## config.mk

```make
export PLATFORM = sky130hd
export DESIGN_NAME = ds_link_rx_flat
export DESIGN_NICKNAME = d
export VERILOG_FILES = /design/src/rtl/ds_link_rx_if.sv /design/src/rtl/ds_link_rx.sv /design/src/flat_wrapper.sv
export SDC_FILE = /design/constraint.sdc
export NUM_CORES = 1
export LEC_CHECK = 0
export ABC_AREA = 1
export CAP_MARGIN = 20
export CORE_UTILIZATION = 25
export CTS_CLUSTER_DIAMETER = 50
export DETAILED_ROUTE_END_ITERATION = 10
export SLEW_MARGIN = 20
export SYNTH_ARGS = -nofsm -noshare
export SYNTH_HDL_FRONTEND = slang
export SYNTH_SLANG_ARGS = --single-unit
```

## constraint.sdc

```tcl
create_clock -name CLK100MHZ -period 2.4 [get_ports CLK100MHZ]
set_input_delay 0.36 -clock CLK100MHZ [delete_from_list [all_inputs] [get_ports CLK100MHZ]]
set_output_delay 0.36 -clock CLK100MHZ [all_outputs]
set_load 0.01 [all_outputs]
```

## src/rtl/ds_link_rx_if.sv

```systemverilog
// Character handshake between the DS-link receiver and the node's RX FIFO.
// The receiver (master) presents a raw character with rx_valid; the FIFO
// (slave) accepts it with rx_ready.
interface ds_link_rx_if #(
    parameter int G_CHAR_BITS = 10
);
    logic [G_CHAR_BITS-1:0] rx_data;
    logic                   rx_valid;
    logic                   rx_ready;

    modport master (
        output rx_data,
        output rx_valid,
        input  rx_ready
    );

    modport slave (
        input  rx_data,
        input  rx_valid,
        output rx_ready
    );
endinterface

```

## src/rtl/ds_link_rx.sv

```systemverilog
// IEEE1355 DS-link receive front end.
// Oversamples the asynchronous Data/Strobe pair, recovers one bit per
// transition, assembles raw characters (bit 0 first) and offers them through
// a one-entry holding register. Flags DS encoding errors (both lines toggled
// in one sample), link disconnect (no bit event for G_DISC_CYCLES clocks) and
// characters dropped because the holding register was still occupied.
module ds_link_rx #(
    parameter int G_CHAR_BITS   = 10,
    parameter int G_DISC_CYCLES = 85,
    parameter int G_SYNC_STAGES = 2
) (
    input  logic         CLK100MHZ,
    input  logic         rst_n,
    input  logic         D_in,
    input  logic         S_in,
    ds_link_rx_if.master rx_if,
    output logic         rx_overrun,
    output logic         ds_error,
    output logic         disconnect,
    output logic         link_active
);

    localparam int CNT_W = (G_CHAR_BITS > 1) ? $clog2(G_CHAR_BITS) : 1;
    localparam int TO_W  = $clog2(G_DISC_CYCLES + 1);

    localparam logic [CNT_W-1:0] LAST_BIT = CNT_W'(G_CHAR_BITS - 1);
    localparam logic [TO_W-1:0]  DISC_MAX = TO_W'(G_DISC_CYCLES);

    typedef enum logic {
        ST_IDLE = 1'b0,
        ST_RUN  = 1'b1
    } state_t;

    // Input synchronisers and previous-sample registers
    logic [G_SYNC_STAGES-1:0] d_sync_q, d_sync_d;
    logic [G_SYNC_STAGES-1:0] s_sync_q, s_sync_d;
    logic                     d_p_q, d_p_d;
    logic                     s_p_q, s_p_d;

    // Character assembly and link supervision
    state_t                   state_q, state_d;
    logic [G_CHAR_BITS-1:0]   shift_q, shift_d;
    logic [CNT_W-1:0]         bit_cnt_q, bit_cnt_d;
    logic [TO_W-1:0]          to_cnt_q, to_cnt_d;
    logic                     ds_error_q, ds_error_d;
    logic                     disconnect_q, disconnect_d;

    // Holding register towards the FIFO
    logic [G_CHAR_BITS-1:0]   rx_data_q, rx_data_d;
    logic                     rx_valid_q, rx_valid_d;
    logic                     rx_overrun_q, rx_overrun_d;

    logic                     d_s, s_s;
    logic                     d_tog, s_tog;
    logic                     bit_evt, both_evt;
    logic                     char_done;
    logic [G_CHAR_BITS-1:0]   char_word;

    assign d_s      = d_sync_q[G_SYNC_STAGES-1];
    assign s_s      = s_sync_q[G_SYNC_STAGES-1];
    assign d_tog    = d_s ^ d_p_q;
    assign s_tog    = s_s ^ s_p_q;
    // Exactly one line toggling carries a bit; both toggling is an encoding error.
    assign bit_evt  = d_tog ^ s_tog;
    assign both_evt = d_tog & s_tog;
    // New bits enter at the top, so after G_CHAR_BITS shifts the first bit sits at bit 0.
    assign char_word = {d_s, shift_q[G_CHAR_BITS-1:1]};

    // Shift raw inputs through the synchroniser chains and keep the previous synchronised sample.
    always_comb begin
        d_sync_d = {d_sync_q[G_SYNC_STAGES-2:0], D_in};
        s_sync_d = {s_sync_q[G_SYNC_STAGES-2:0], S_in};
        d_p_d    = d_s;
        s_p_d    = s_s;
    end

    // Bit assembly, encoding-error handling and IDLE/RUN supervision with the idle timeout.
    always_comb begin
        state_d      = state_q;
        shift_d      = shift_q;
        bit_cnt_d    = bit_cnt_q;
        to_cnt_d     = to_cnt_q;
        ds_error_d   = 1'b0;
        disconnect_d = 1'b0;
        char_done    = 1'b0;

        if (both_evt) begin
            ds_error_d = 1'b1;
            shift_d    = '0;
            bit_cnt_d  = '0;
        end else if (bit_evt) begin
            if (bit_cnt_q == LAST_BIT) begin
                char_done = 1'b1;
                shift_d   = '0;
                bit_cnt_d = '0;
            end else begin
                shift_d   = char_word;
                bit_cnt_d = bit_cnt_q + CNT_W'(1);
            end
        end

        case (state_q)
            ST_IDLE: begin
                to_cnt_d = '0;
                if (bit_evt || both_evt) begin
                    state_d = ST_RUN;
                end
            end
            ST_RUN: begin
                if (bit_evt || both_evt) begin
                    to_cnt_d = '0;
                end else if (to_cnt_q != DISC_MAX) begin
                    to_cnt_d = to_cnt_q + TO_W'(1);
                end
                // Silence for the full window: drop the link and any partial character.
                if (to_cnt_d == DISC_MAX) begin
                    state_d      = ST_IDLE;
                    disconnect_d = 1'b1;
                    to_cnt_d     = '0;
                    shift_d      = '0;
                    bit_cnt_d    = '0;
                end
            end
            default: begin
                state_d = ST_IDLE;
            end
        endcase
    end

    // One-entry holding register: load on completion if free (or being emptied now), else flag overrun.
    always_comb begin
        rx_data_d    = rx_data_q;
        rx_valid_d   = rx_valid_q;
        rx_overrun_d = 1'b0;

        if (rx_valid_q && rx_if.rx_ready) begin
            rx_valid_d = 1'b0;
        end
        if (char_done) begin
            if (!rx_valid_q || rx_if.rx_ready) begin
                rx_data_d  = char_word;
                rx_valid_d = 1'b1;
            end else begin
                rx_overrun_d = 1'b1;
            end
        end
    end

    // Front-end registers: synchronisers and previous-sample flops.
    always_ff @(posedge CLK100MHZ or negedge rst_n) begin
        if (!rst_n) begin
            d_sync_q <= '0;
            s_sync_q <= '0;
            d_p_q    <= 1'b0;
            s_p_q    <= 1'b0;
        end else begin
            d_sync_q <= d_sync_d;
            s_sync_q <= s_sync_d;
            d_p_q    <= d_p_d;
            s_p_q    <= s_p_d;
        end
    end

    // State register plus assembly, timeout and output registers.
    always_ff @(posedge CLK100MHZ or negedge rst_n) begin
        if (!rst_n) begin
            state_q      <= ST_IDLE;
            shift_q      <= '0;
            bit_cnt_q    <= '0;
            to_cnt_q     <= '0;
            ds_error_q   <= 1'b0;
            disconnect_q <= 1'b0;
            rx_data_q    <= '0;
            rx_valid_q   <= 1'b0;
            rx_overrun_q <= 1'b0;
        end else begin
            state_q      <= state_d;
            shift_q      <= shift_d;
            bit_cnt_q    <= bit_cnt_d;
            to_cnt_q     <= to_cnt_d;
            ds_error_q   <= ds_error_d;
            disconnect_q <= disconnect_d;
            rx_data_q    <= rx_data_d;
            rx_valid_q   <= rx_valid_d;
            rx_overrun_q <= rx_overrun_d;
        end
    end

    assign rx_if.rx_data  = rx_data_q;
    assign rx_if.rx_valid = rx_valid_q;
    assign rx_overrun     = rx_overrun_q;
    assign ds_error       = ds_error_q;
    assign disconnect     = disconnect_q;
    assign link_active    = (state_q == ST_RUN);

endmodule

```

## src/flat_wrapper.sv

```systemverilog
// flat-port wrapper written by rule: the top's interface ports become plain ports
module ds_link_rx_flat 
#(
    parameter int G_CHAR_BITS   = 10,
    parameter int G_DISC_CYCLES = 85,
    parameter int G_SYNC_STAGES = 2
)
  (CLK100MHZ, rst_n, D_in, S_in, rx_overrun, ds_error, disconnect, link_active, rx_if_rx_data, rx_if_rx_valid, rx_if_rx_ready);
  ds_link_rx_if #(.G_CHAR_BITS(G_CHAR_BITS)) rx_if_i ();
  input  logic CLK100MHZ;
  input  logic rst_n;
  input  logic D_in;
  input  logic S_in;
  output logic rx_overrun;
  output logic ds_error;
  output logic disconnect;
  output logic link_active;
  output wire logic [$bits(rx_if_i.rx_data)-1:0] rx_if_rx_data;
  output wire logic [$bits(rx_if_i.rx_valid)-1:0] rx_if_rx_valid;
  input wire logic [$bits(rx_if_i.rx_ready)-1:0] rx_if_rx_ready;
  assign rx_if_rx_data = rx_if_i.rx_data;
  assign rx_if_rx_valid = rx_if_i.rx_valid;
  assign rx_if_i.rx_ready = rx_if_rx_ready;
  ds_link_rx #(.G_CHAR_BITS(G_CHAR_BITS), .G_DISC_CYCLES(G_DISC_CYCLES), .G_SYNC_STAGES(G_SYNC_STAGES)) u_core (.CLK100MHZ(CLK100MHZ), .rst_n(rst_n), .D_in(D_in), .S_in(S_in), .rx_if(rx_if_i), .rx_overrun(rx_overrun), .ds_error(ds_error), .disconnect(disconnect), .link_active(link_active));
endmodule
```

**After elaboration in Yosys (flattened, before gate mapping)**

Cells that the tools add are included.

- Flip-flop bits (word level): 42
- Input port bits: 5
- Output and inout port bits: 15
- Logic and storage cells: 57

- Add/sub/neg operators: 2
- Equal/unequal tests: 3
- Muxes and demuxes: 29
- Bitwise gates (word level): 5
- Reduce and logical (&&, ||, !) cells: 5

Operator list:

| operator | count |
|---|---|
| 10-bit 2-to-1 mux | 5 |
| 7-bit 2-to-1 mux | 4 |
| 4-bit 2-to-1 mux | 5 |
| 7-bit case mux with 2 select lines | 1 |
| 1-bit 2-to-1 mux | 13 |
| 7-bit by 1-bit adder with 7-bit output (second input constant) | 1 |
| 7-bit == test (second input constant) | 1 |
| 7-bit != test (second input constant) | 1 |
| 4-bit by 1-bit adder with 4-bit output (second input constant) | 1 |
| 4-bit == test (second input constant) | 1 |
| 1-bit XOR | 3 |
| 1-bit logical OR | 2 |
| 1-bit case mux with 2 select lines | 1 |
| 2-bit AND reduction | 1 |
| 1-bit AND | 1 |
| 1-bit logical AND | 1 |
| 1-bit zero test | 1 |
| 1-bit NOT | 1 |

**Logic depth before layout (Yosys ltp)**

Gate-level depths: netlist of the first run.

- Depth after elaboration: 8
- Mapped depth: 13

**Worst setup path after synthesis of the first run**

No wires, ideal clock.

- Kind: register to register
- Start: register u_core.d_sync_q[1]
- End: register u_core.rx_data_q[5] (netlist: u_core.rx_if.rx_data[5])
- Data arrival time: 1.760 ns
- Path slack: 0.509 ns
- Cell stages (with the launch flop): 10
- Path buffers: 1
- Cell sequence: dfrtp_1 xor2_1 inv_1 ha_1 inv_1 nor3_1 nand2_1 clkbuf_1 nand2_1 o21ai_0

- Word-level cells in the longest chain between the ends: 5
- Elaborated cells on any way between the ends: 6
- Those cells by class: mux: 2; bitwise: 3; reduce/logical: 1

Ends and longest elaborated chain:

| what | line | source |
|---|---|---|
| start: declaration | ds_link_rx.sv:35 | `logic [G_SYNC_STAGES-1:0] d_sync_q, d_sync_d;` |
| start signal: assignment | ds_link_rx.sv:157 | `d_sync_q <= d_sync_d;` |
| 1-bit XOR * | ds_link_rx.sv:61 | `assign d_tog = d_s ^ d_p_q;` |
| 1-bit XOR | ds_link_rx.sv:64 | `assign bit_evt = d_tog ^ s_tog;` |
| 1-bit 2-to-1 mux | ds_link_rx.sv:91 | `end else if (bit_evt) begin` |
| 1-bit 2-to-1 mux * | ds_link_rx.sv:87 | `if (both_evt) begin` |
| 2-bit AND reduction (no line) * | - |  |
| end signal: assignment | ds_link_rx.sv:183 | `rx_data_q <= rx_data_d;` |
| end: declaration | ds_link_rx.sv:49 | `logic [G_CHAR_BITS-1:0] rx_data_q, rx_data_d;` |

Mark *: on every way between the ends. The rest lies on a longest branch, timed or not.
A chain may end at the register's enable or synchronous reset.

**Final worst setup path of the first run**

- Start: register u_core.d_sync_q[1]
- End: register u_core.rx_data_q[2] (netlist: u_core.rx_if.rx_data[2])

Same word-level chain as after synthesis.

==> results.json, run 1 <==
{
  "clock_latency_ns": 0.30,
  "via_count": 1381,
  "htree_levels": 2,
  "worstHoldPathType": "input pin to asynchronous set/reset pin",
  "place_congestion": 0.8752,
  "post-cts-setup-buffers": 0,
  "finalSetupViolCount": 0,
  "netlist_area_um2": 1897,
  "synth_top_flop_cell": "dfrtp_1",
  "ant_nets": 0,
  "placed_cells": 332,
  "start_util_pct": 26.01,
  "synth_area_leaders": "dfrtp_1, nand2_1, inv_1, nor2_1, a211oi_1",
  "power_density_nw_per_um2": 855.5,
  "hold_viol_final": 0,
  "grt_use_total_pct": 10.29,
  "clk_pin_slew_ns": 0.09,
  "core_area_um2": 7292,
  "crit_type": "flop to flop",
  "io_pins": 20,
  "cts-buffers-inserted": 5,
  "relSlewSlack_pct": 39.85,
  "max_freq_ghz": 0.4905,
  "holdBufCountCts": 0,
  "ys_seq_elements": 41,
  "area.growth.synth_to_final_pct": 21.57,
  "seq_area_frac_synth_pct": 54.09,
  "peakVddDrop_mv": 0.2987,
  "synth_most_common_cell": "nand2_1",
  "fin_area_um2": 2306,
  "dpl.hpwl_mm": 2.471,
  "yosysTopAreaCell": "dfrtp_1",
  "async_flop_share_pct": 100.0,
  "cts.sinks": 41,
  "setup_tns_ns": 0,
  "status": "finished, final reports clean",
  "worst-path-max-fanout": 14,
  "crit_path_end_kind": "flop",
  "cp.required_ns": 2.58,
  "grt_pass1_vias": 1379,
  "wl_mm": 3.455,
  "ys_types": 24,
  "period_share_pct": 84.94,
  "drcViolationCount": 0,
  "synthCells": 215,
  "antenna_found_initial": 0,
  "synth_area_per_cell_um2": 8.822,
  "die_h_um": 89.11,
  "wl_per_cell_um": 10.16,
  "fin_worst_skew_ns": 0.01158,
  "arrival_ns": 2.22,
  "viasPerCell": 4.062,
  "reg2reg_setup_slack_ns": 0.36,
  "cts_tree": "done",
  "drive_gt1_share_pct": 7.884,
  "drv_slew": 0,
  "n_antenna_cell": 0,
  "overflow": 0,
  "grt_max_degree": 42,
  "power.static_leakage_uw": 0.001129,
  "worst_setup_path_start_kind": "flop",
  "dieArea_um2": 7940,
  "nNetsFinal": 251,
  "yosys.area.top_type_share_pct": 54.09,
  "clockRootBuffer": "clkbuf_8",
  "yosysWarnings": 0,
  "power_uw": 1973,
  "drt_iter0_markers": 59,
  "dpl_cell_area_um2": 2195,
  "synth_edf_count": 0,
  "synth_common_cells": "nand2_1, dfrtp_1, inv_1",
  "cts_resized": 0,
  "die_width_um": 89.11,
  "dr.pass1.iters": 4,
  "rsz0062_at_grt": "no",
  "synth_nets": 226,
  "fin_cells": 340,
  "worstMarginPinSlew_ns": 0.9022,
  "rows": 31,
  "max-cap-violations": 0,
  "port_buffers": 19,
  "grt_pass1_wl_mm": 6.106,
  "clockBufferDepth": 2,
  "min_period_ns": 2.039
}
## through the flow
stage / utilization [%] / hold slack, ns / setup slack, ns
2_1_floorplan: - / 0.06441 / 0.5091
5_1_grt: 31.62 / 0.2534 / 0.08035
6_report: 31.62 / 0.1840 / 0.3614
4_1_cts: 31.62 / 0.2199 / 0.3064
3_3_place_gp: 30.10 / 0.3343 / 0.3533
3_5_place_dp: 30.10 / 0.3364 / 0.3322
## layer usage
layer  vias to the layer above  part of all wire (%)  track usage, %  routed length [µm]
met5                         -                     0               0                   0
met4                         0                   1.3           3.463                  44
met3                         6                   4.6           3.786                 160
met2                        19                    47           16.72                1640
met1                       647                    47           12.65                1609
li1                        709                     -               -                   -
## cell usage in the layout (no fill, tap or decap), types with 2 or more instances in the layout
cell             Yosys  routed
mux2_2               2       2
buf_4                0       4
nand4_1              2       2
o21ai_0              8       8
o21bai_1             2       2
xor2_1               3       3
nor2_2               3       3
inv_1               40      40
nand2_1             48      48
nand3_1              9       9
clkdlybuf4s50_1      0      18
xnor2_1              3       3
dfrtp_1             41      41
ha_1                 6       6
a211oi_1            10      10
a21oi_1              2       2
nor2_1              27      27
clkbuf_8             0       5
## critical path, cell delays in order (launching register included)
cell and delay (ns):
dfrtp_1 0.42, xor2_1 0.19, inv_1 0.07, ha_1 0.29
inv_1 0.06, nor3_1 0.27, nand2_1 0.23, buf_4 0.24
nand2_1 0.06, o21ai_0 0.08
## worst paths after layout
check | from | to | cells past startpoint
setup reg to reg | u_core.d_sync_q[1] | u_core.rx_if.rx_data[2] | 9
max in group asynchronous | rst_n | u_core.to_cnt_q[1] | 1
setup / recovery | u_core.d_sync_q[1] | u_core.rx_if.rx_data[2] | 9
hold reg to reg | u_core.s_sync_q[0] | u_core.s_sync_q[1] | 0
hold / removal | rst_n | u_core.rx_if.rx_data[5] | 1
min in group CLK100MHZ | u_core.s_sync_q[0] | u_core.s_sync_q[1] | 0
## where the power goes
group | internal, µW | leakage (µW) | switching (µW)
logic | 246 | 0.000541 | 253
registers | 832 | 0.000533 | 91.3
clock network | 312 | 0.0000554 | 238
total | 1390 | 0.00113 | 583
## layout make-up
cell class	count	area, µm²
clock buffers	6	72.57
clock inverters	2	38.79
fillers	792	4986
inverters	40	150.1
multi-input cells	129	679.4
flip-flops and latches	41	1026
well taps	99	123.9
repair buffers	23	215.2
## cell families after synthesis
logic type               Yosys count  share of synthesized area [%]
buffers and inverters             45                          10.09
XOR/XNOR                           6                          2.771
adder cells (fa/ha/maj)            6                          3.958
AND/OR/NAND/NOR                   91                          19.66
multiplexers                       2                          1.187
flip-flops                        41                          54.09
AO/OA/AOI/OAI                     24                          8.245
## sequential cells by signal, indices dropped and copies added (netlist names)
name / count
u_core.rx_if.rx_data: 10
u_core.shift_q: 9
u_core.to_cnt_q: 7
u_core.bit_cnt_q: 4
u_core.d_sync_q: 2
u_core.s_sync_q: 2
u_core.d_p_q: 1
u_core.disconnect: 1
u_core.ds_error: 1
u_core.link_active: 1
u_core.rx_if.rx_valid: 1
u_core.rx_overrun: 1
u_core.s_p_q: 1
Note: power is estimated with default switching activity, not from simulation.
==> inputs of run 2 (changes only) <==
- clock period: 2.4 -> 1.9 ns (I/O delays scaled with it)
==> results.json, run 2 (same netlist as run 1, synthesis figures left out) <==
{
  "status": "finished, final reports clean",
  "overflow": 0,
  "dr.pass1.iters": 6,
  "place_congestion": 0.7731,
  "finalSetupViolCount": 0,
  "power_density_nw_per_um2": 1066,
  "die_h_um": 89.11,
  "worstHoldPathType": "input pin to asynchronous set/reset pin",
  "cts-buffers-inserted": 5,
  "die_width_um": 89.11,
  "cts.sinks": 41,
  "max_freq_ghz": 0.5692,
  "power.static_leakage_uw": 0.001214,
  "drv_slew": 0,
  "ant_nets": 0,
  "cts_tree": "done",
  "grt_pass1_wl_mm": 6.375,
  "postLayoutCoreUtil_pct": 34.49,
  "clock_latency_ns": 0.29,
  "crit_path_end_kind": "flop",
  "whs_ns": 0.04236,
  "dpl_cell_area_um2": 2292,
  "period_share_pct": 92.47,
  "drt_iter0_markers": 61,
  "core_area_um2": 7292,
  "clockRootBuffer": "clkbuf_8",
  "wl_mm": 3.692,
  "worst_setup_path_start_kind": "flop",
  "nNetsFinal": 265,
  "fillCellCount": 776,
  "r2r-end": "u_core.shift_q[1]",
  "rsz0062_at_grt": "no",
  "max-cap-violations": 0,
  "fin_worst_skew_ns": 0.002465,
  "dieArea_um2": 7940,
  "hold_viol_final": 0,
  "antenna_found_initial": 0,
  "area.growth.synth_to_final_pct": 32.59,
  "final_cell_mix": "nand2_1, dfrtp_1, inv_1, nor2_1, clkdlybuf4s50_1",
  "reg2reg_depth": 11,
  "via_count": 1430,
  "setup_tns_ns": 0,
  "start_util_pct": 26.01,
  "fin_area_um2": 2515,
  "reg2reg_setup_slack_ns": 0.14,
  "grt_pass1_vias": 1337,
  "arrival_ns": 1.95,
  "io_pins": 20,
  "crit_type": "flop to flop",
  "cp.required_ns": 2.09,
  "wl_per_cell_um": 10.43,
  "relSlewSlack_pct": 65.52,
  "rows": 31,
  "grt_max_degree": 42,
  "clockBufferDepth": 2,
  "dpl.hpwl_mm": 2.600,
  "n_antenna_cell": 0,
  "peakVddDrop_mv": 0.5676,
  "viasPerCell": 4.040,
  "clk_pin_slew_ns": 0.08,
  "largest_reg_flops": 10,
  "min_period_ns": 1.757,
  "drcViolationCount": 0,
  "port_buffers": 19,
  "r2r_start": "u_core.d_p_q",
  "grt_use_total_pct": 10.67,
  "htree_levels": 2,
  "cp-startpoint": "u_core.d_p_q",
  "drive_gt1_share_pct": 20.00,
  "worst-path-max-fanout": 7,
  "worstMarginPinSlew_ns": 0.5173,
  "layout_commonest_cell": "nand2_1"
}
run 2: changes by cell type in the layout (fill, tap and decap cells not counted), sizes merged:
cell and delta:
clkbuf -1, bufinv +1, buf +14, inv +1, clkinv -1
run 2: power breakdown:
group          leakage (µW)  switching [µW]  internal, µW
clock             0.0000687             314           529
sequential         0.000532             119          1050
combinational      0.000613             330           338
total               0.00121             763          1920
run 2: timing repair:
item	CTS	global route
endpoints found under the setup margin	3	29
resized for setup	1	20
hold buffers	0	0
pin swaps	0	7
buffers inserted	0	1
cloned	0	0
run 2: how the worst max path moves through the flow:
stage	endpoint	slack [ns]
finish	u_core.shift_q[1]	0.14
global route	u_core.rx_if.rx_data[6]	0.01
floorplan	u_core.rx_if.rx_data[5]	0.009
global placement	u_core.shift_q[3]	0.009
detailed placement	u_core.shift_q[6]	0.03
CTS	u_core.rx_if.rx_data[8]	0.01
run 2: layer usage:
layer  GRT usage [%]  routed length, µm  up-vias
met5               0                  0        -
met4           4.329                 38        0
met3           2.770                127        2
met2           15.96               1658       22
met1           14.70               1867      673
li1                -                  -      733
run 2: cell type report:
type,instances,area [µm²],area share (%)
Sequential cell,41,1027,40.85
Multi-Input combinational cell,129,748.2,29.75
Timing Repair Buffer,37,327.8,13.03
Inverter,40,150.1,5.970
Tap cell,99,123.9,4.925
Clock buffer,5,68.82,2.736
Clock inverter,3,68.82,2.736
run 2: worst max-delay path: stages, from the launching register on:
cell	delay, ns
dfrtp_1	0.40
xor2_2	0.17
inv_1	0.06
ha_2	0.20
buf_4	0.14
nand3_1	0.10
nand2_1	0.07
nor2_2	0.13
nand3_2	0.14
buf_6	0.17
nand2_1	0.05
inv_1	0.04
run 2: per-stage QoR:
| step | worst slack [ns] | power, µW | instances |
|---|---|---|---|
| detailed placement | 0.02587 | 1843 | 345 |
| finish | 0.1431 | 2681 | 354 |
| global placement | 0.009197 | 1836 | 345 |
| CTS | 0.009556 | 2708 | 353 |
| floorplan | 0.009143 | 1560 | 215 |
| global route | 0.01186 | 2880 | 354 |
==> inputs of run 3 (changes only) <==
- clock period: 1.9 -> 1.6 ns (I/O delays scaled with it)
==> results.json, run 3 (same netlist as run 1, synthesis figures left out) <==
{
  "violations": "negative setup slack",
  "period_share_pct": 114.6,
  "rsz0062_at_grt": "yes",
  "viasPerCell": 4.088,
  "worst_setup_path_start_kind": "flop",
  "htree_levels": 2,
  "r2r_start": "u_core.to_cnt_q[1]",
  "peakVddDrop_mv": 0.6868,
  "internal-power_uw": 2375,
  "nNetsFinal": 286,
  "ant_nets": 0,
  "drive_gt1_share_pct": 32.61,
  "min_to": "u_core.d_sync_q[1]",
  "hold_viol_final": 0,
  "reg2reg_depth": 12,
  "dieArea_um2": 7940,
  "cts-buffers-inserted": 5,
  "n_antenna_cell": 0,
  "largest_reg_flops": 10,
  "cp.required_ns": 1.80,
  "antenna_found_initial": 0,
  "layout_setup_ws_ns": -0.2332,
  "clock_latency_ns": 0.30,
  "grt_pass1_wl_mm": 6.651,
  "drcViolationCount": 0,
  "power.static_leakage_uw": 0.001362,
  "clockRootBuffer": "clkbuf_8",
  "drv_slew": 0,
  "via_count": 1533,
  "clockBufferDepth": 2,
  "wl_per_cell_um": 10.83,
  "clk_pin_slew_ns": 0.09,
  "finalSetupViolCount": 29,
  "fin_area_um2": 2838,
  "start_util_pct": 26.01,
  "setup_tns_ns": -3.552,
  "arrival_ns": 2.04,
  "final_cell_mix": "dfrtp_1, nand2_1, inv_1, buf_4, nor2_1",
  "worstHoldPathCells": 0,
  "reg2reg_setup_slack_ns": -0.23,
  "r2r-end": "u_core.bit_cnt_q[1]",
  "grt_pass1_vias": 1484,
  "worstMarginPinSlew_ns": 0.5053,
  "dpl.hpwl_mm": 2.760,
  "max_freq_ghz": 0.5455,
  "fillCellCount": 766,
  "dpl_cell_area_um2": 2452,
  "wl_mm": 4.061,
  "relSlewSlack_pct": 66.31,
  "cts_tree": "done",
  "port_buffers": 19,
  "fin_worst_skew_ns": 0.008545,
  "status": "complete, but fails checks",
  "io_pins": 20,
  "drt_iter0_markers": 26,
  "overflow": 0,
  "worst-path-max-fanout": 7,
  "p_clk_share_pct": 29.9,
  "min_period_ns": 1.833,
  "grt_use_total_pct": 11.02,
  "crit_path_end_kind": "flop",
  "pwr-share-seq_pct": 40.9,
  "layout_commonest_cell": "dfrtp_1",
  "preCtsSetupSlack_ns": -0.1841,
  "crit_type": "flop to flop",
  "p_sw_share_pct": 29.14,
  "max-cap-violations": 0,
  "die_h_um": 89.11,
  "place_congestion": 0.8405,
  "power_density_nw_per_um2": 1181,
  "area.growth.synth_to_final_pct": 49.60,
  "rows": 31,
  "grt_max_degree": 22,
  "worstHoldPathType": "flop to flop",
  "cts.sinks": 41,
  "die_width_um": 89.11,
  "dr.pass1.iters": 4,
  "hold_start": "u_core.d_sync_q[0]",
  "core_area_um2": 7292,
  "p_sw_uw": 976.8,
  "comb_power_share_pct": 29.1
}
[run 3: metal layers]
metal | vias to the layer above | track usage, % | routed length [µm]
met5 | - | 0 | 0
met4 | 0 | 5.628 | 78
met3 | 7 | 2.493 | 101
met2 | 20 | 17.35 | 1978
met1 | 722 | 14.21 | 1902
li1 | 784 | - | -
[run 3: how the worst max path moves through the flow]
stage	startpoint	to	slack (ns)	cells past startpoint
detailed placement	u_core.d_sync_q[1]	u_core.rx_if.rx_data[5]	-0.18	9
finish	u_core.to_cnt_q[1]	u_core.bit_cnt_q[1]	-0.23	12
global route	u_core.to_cnt_q[2]	u_core.shift_q[8]	-0.32	10
CTS	u_core.to_cnt_q[1]	u_core.shift_q[3]	-0.15	12
floorplan	u_core.d_sync_q[1]	u_core.rx_if.rx_data[4]	-0.07	7
global placement	u_core.d_sync_q[1]	u_core.rx_if.rx_data[8]	-0.17	9
[run 3: per-stage QoR]
step / hold slack [ns] / util [%] / instances / power (µW)
finish: 0.3601 / 38.92 / 375 / 3352
CTS: 0.3595 / 36.75 / 370 / 3353
global placement: 0.2311 / 33.63 / 358 / 2247
floorplan: -0.05559 / - / 215 / 1882
detailed placement: 0.2361 / 33.63 / 358 / 2264
global route: 0.3753 / 38.92 / 375 / 3568
[run 3: power by group through the flow]
stage	Clock [µW]	Sequential, µW	Combinational, µW
6_report	1000	1370	976
2_1_floorplan	0	1420	466
3_5_place_dp	0	1380	882
4_1_cts	1040	1370	949
3_3_place_gp	0	1380	869
5_1_grt	1080	1400	1100
[run 3: repair_timing]
| item | in CTS | in global routing |
|---|---|---|
| hold buffers | 1 | 0 |
| resized for setup | 20 | 28 |
| cloned | 0 | 1 |
| endpoints found under the setup margin | 29 | 29 |
| setup buffers | 3 | 4 |
| endpoints found under the hold margin | 20 | 0 |
| pin swaps | 8 | 4 |
[run 3: critical path: stages, from the launching register on]
cell       delay (ns)
dfrtp_1          0.44
inv_2            0.10
ha_4             0.16
nand3_4          0.09
nor2_4           0.11
nor2_1           0.06
nor2_2           0.13
nand2_1          0.07
nor2_2           0.14
nand3_2          0.14
clkbuf_16        0.19
nand2_1          0.05
inv_1            0.04
[run 3: layout make-up]
class	count	area (µm²)	share of cell area, %
clock buffers	5	68.82	2.425
clock inverters	3	68.82	2.425
flip-flops and latches	41	1027	36.20
well taps	99	123.9	4.365
repair buffers	58	538.0	18.96
inverters	40	155.1	5.467
multi-input cells	129	855.8	30.16
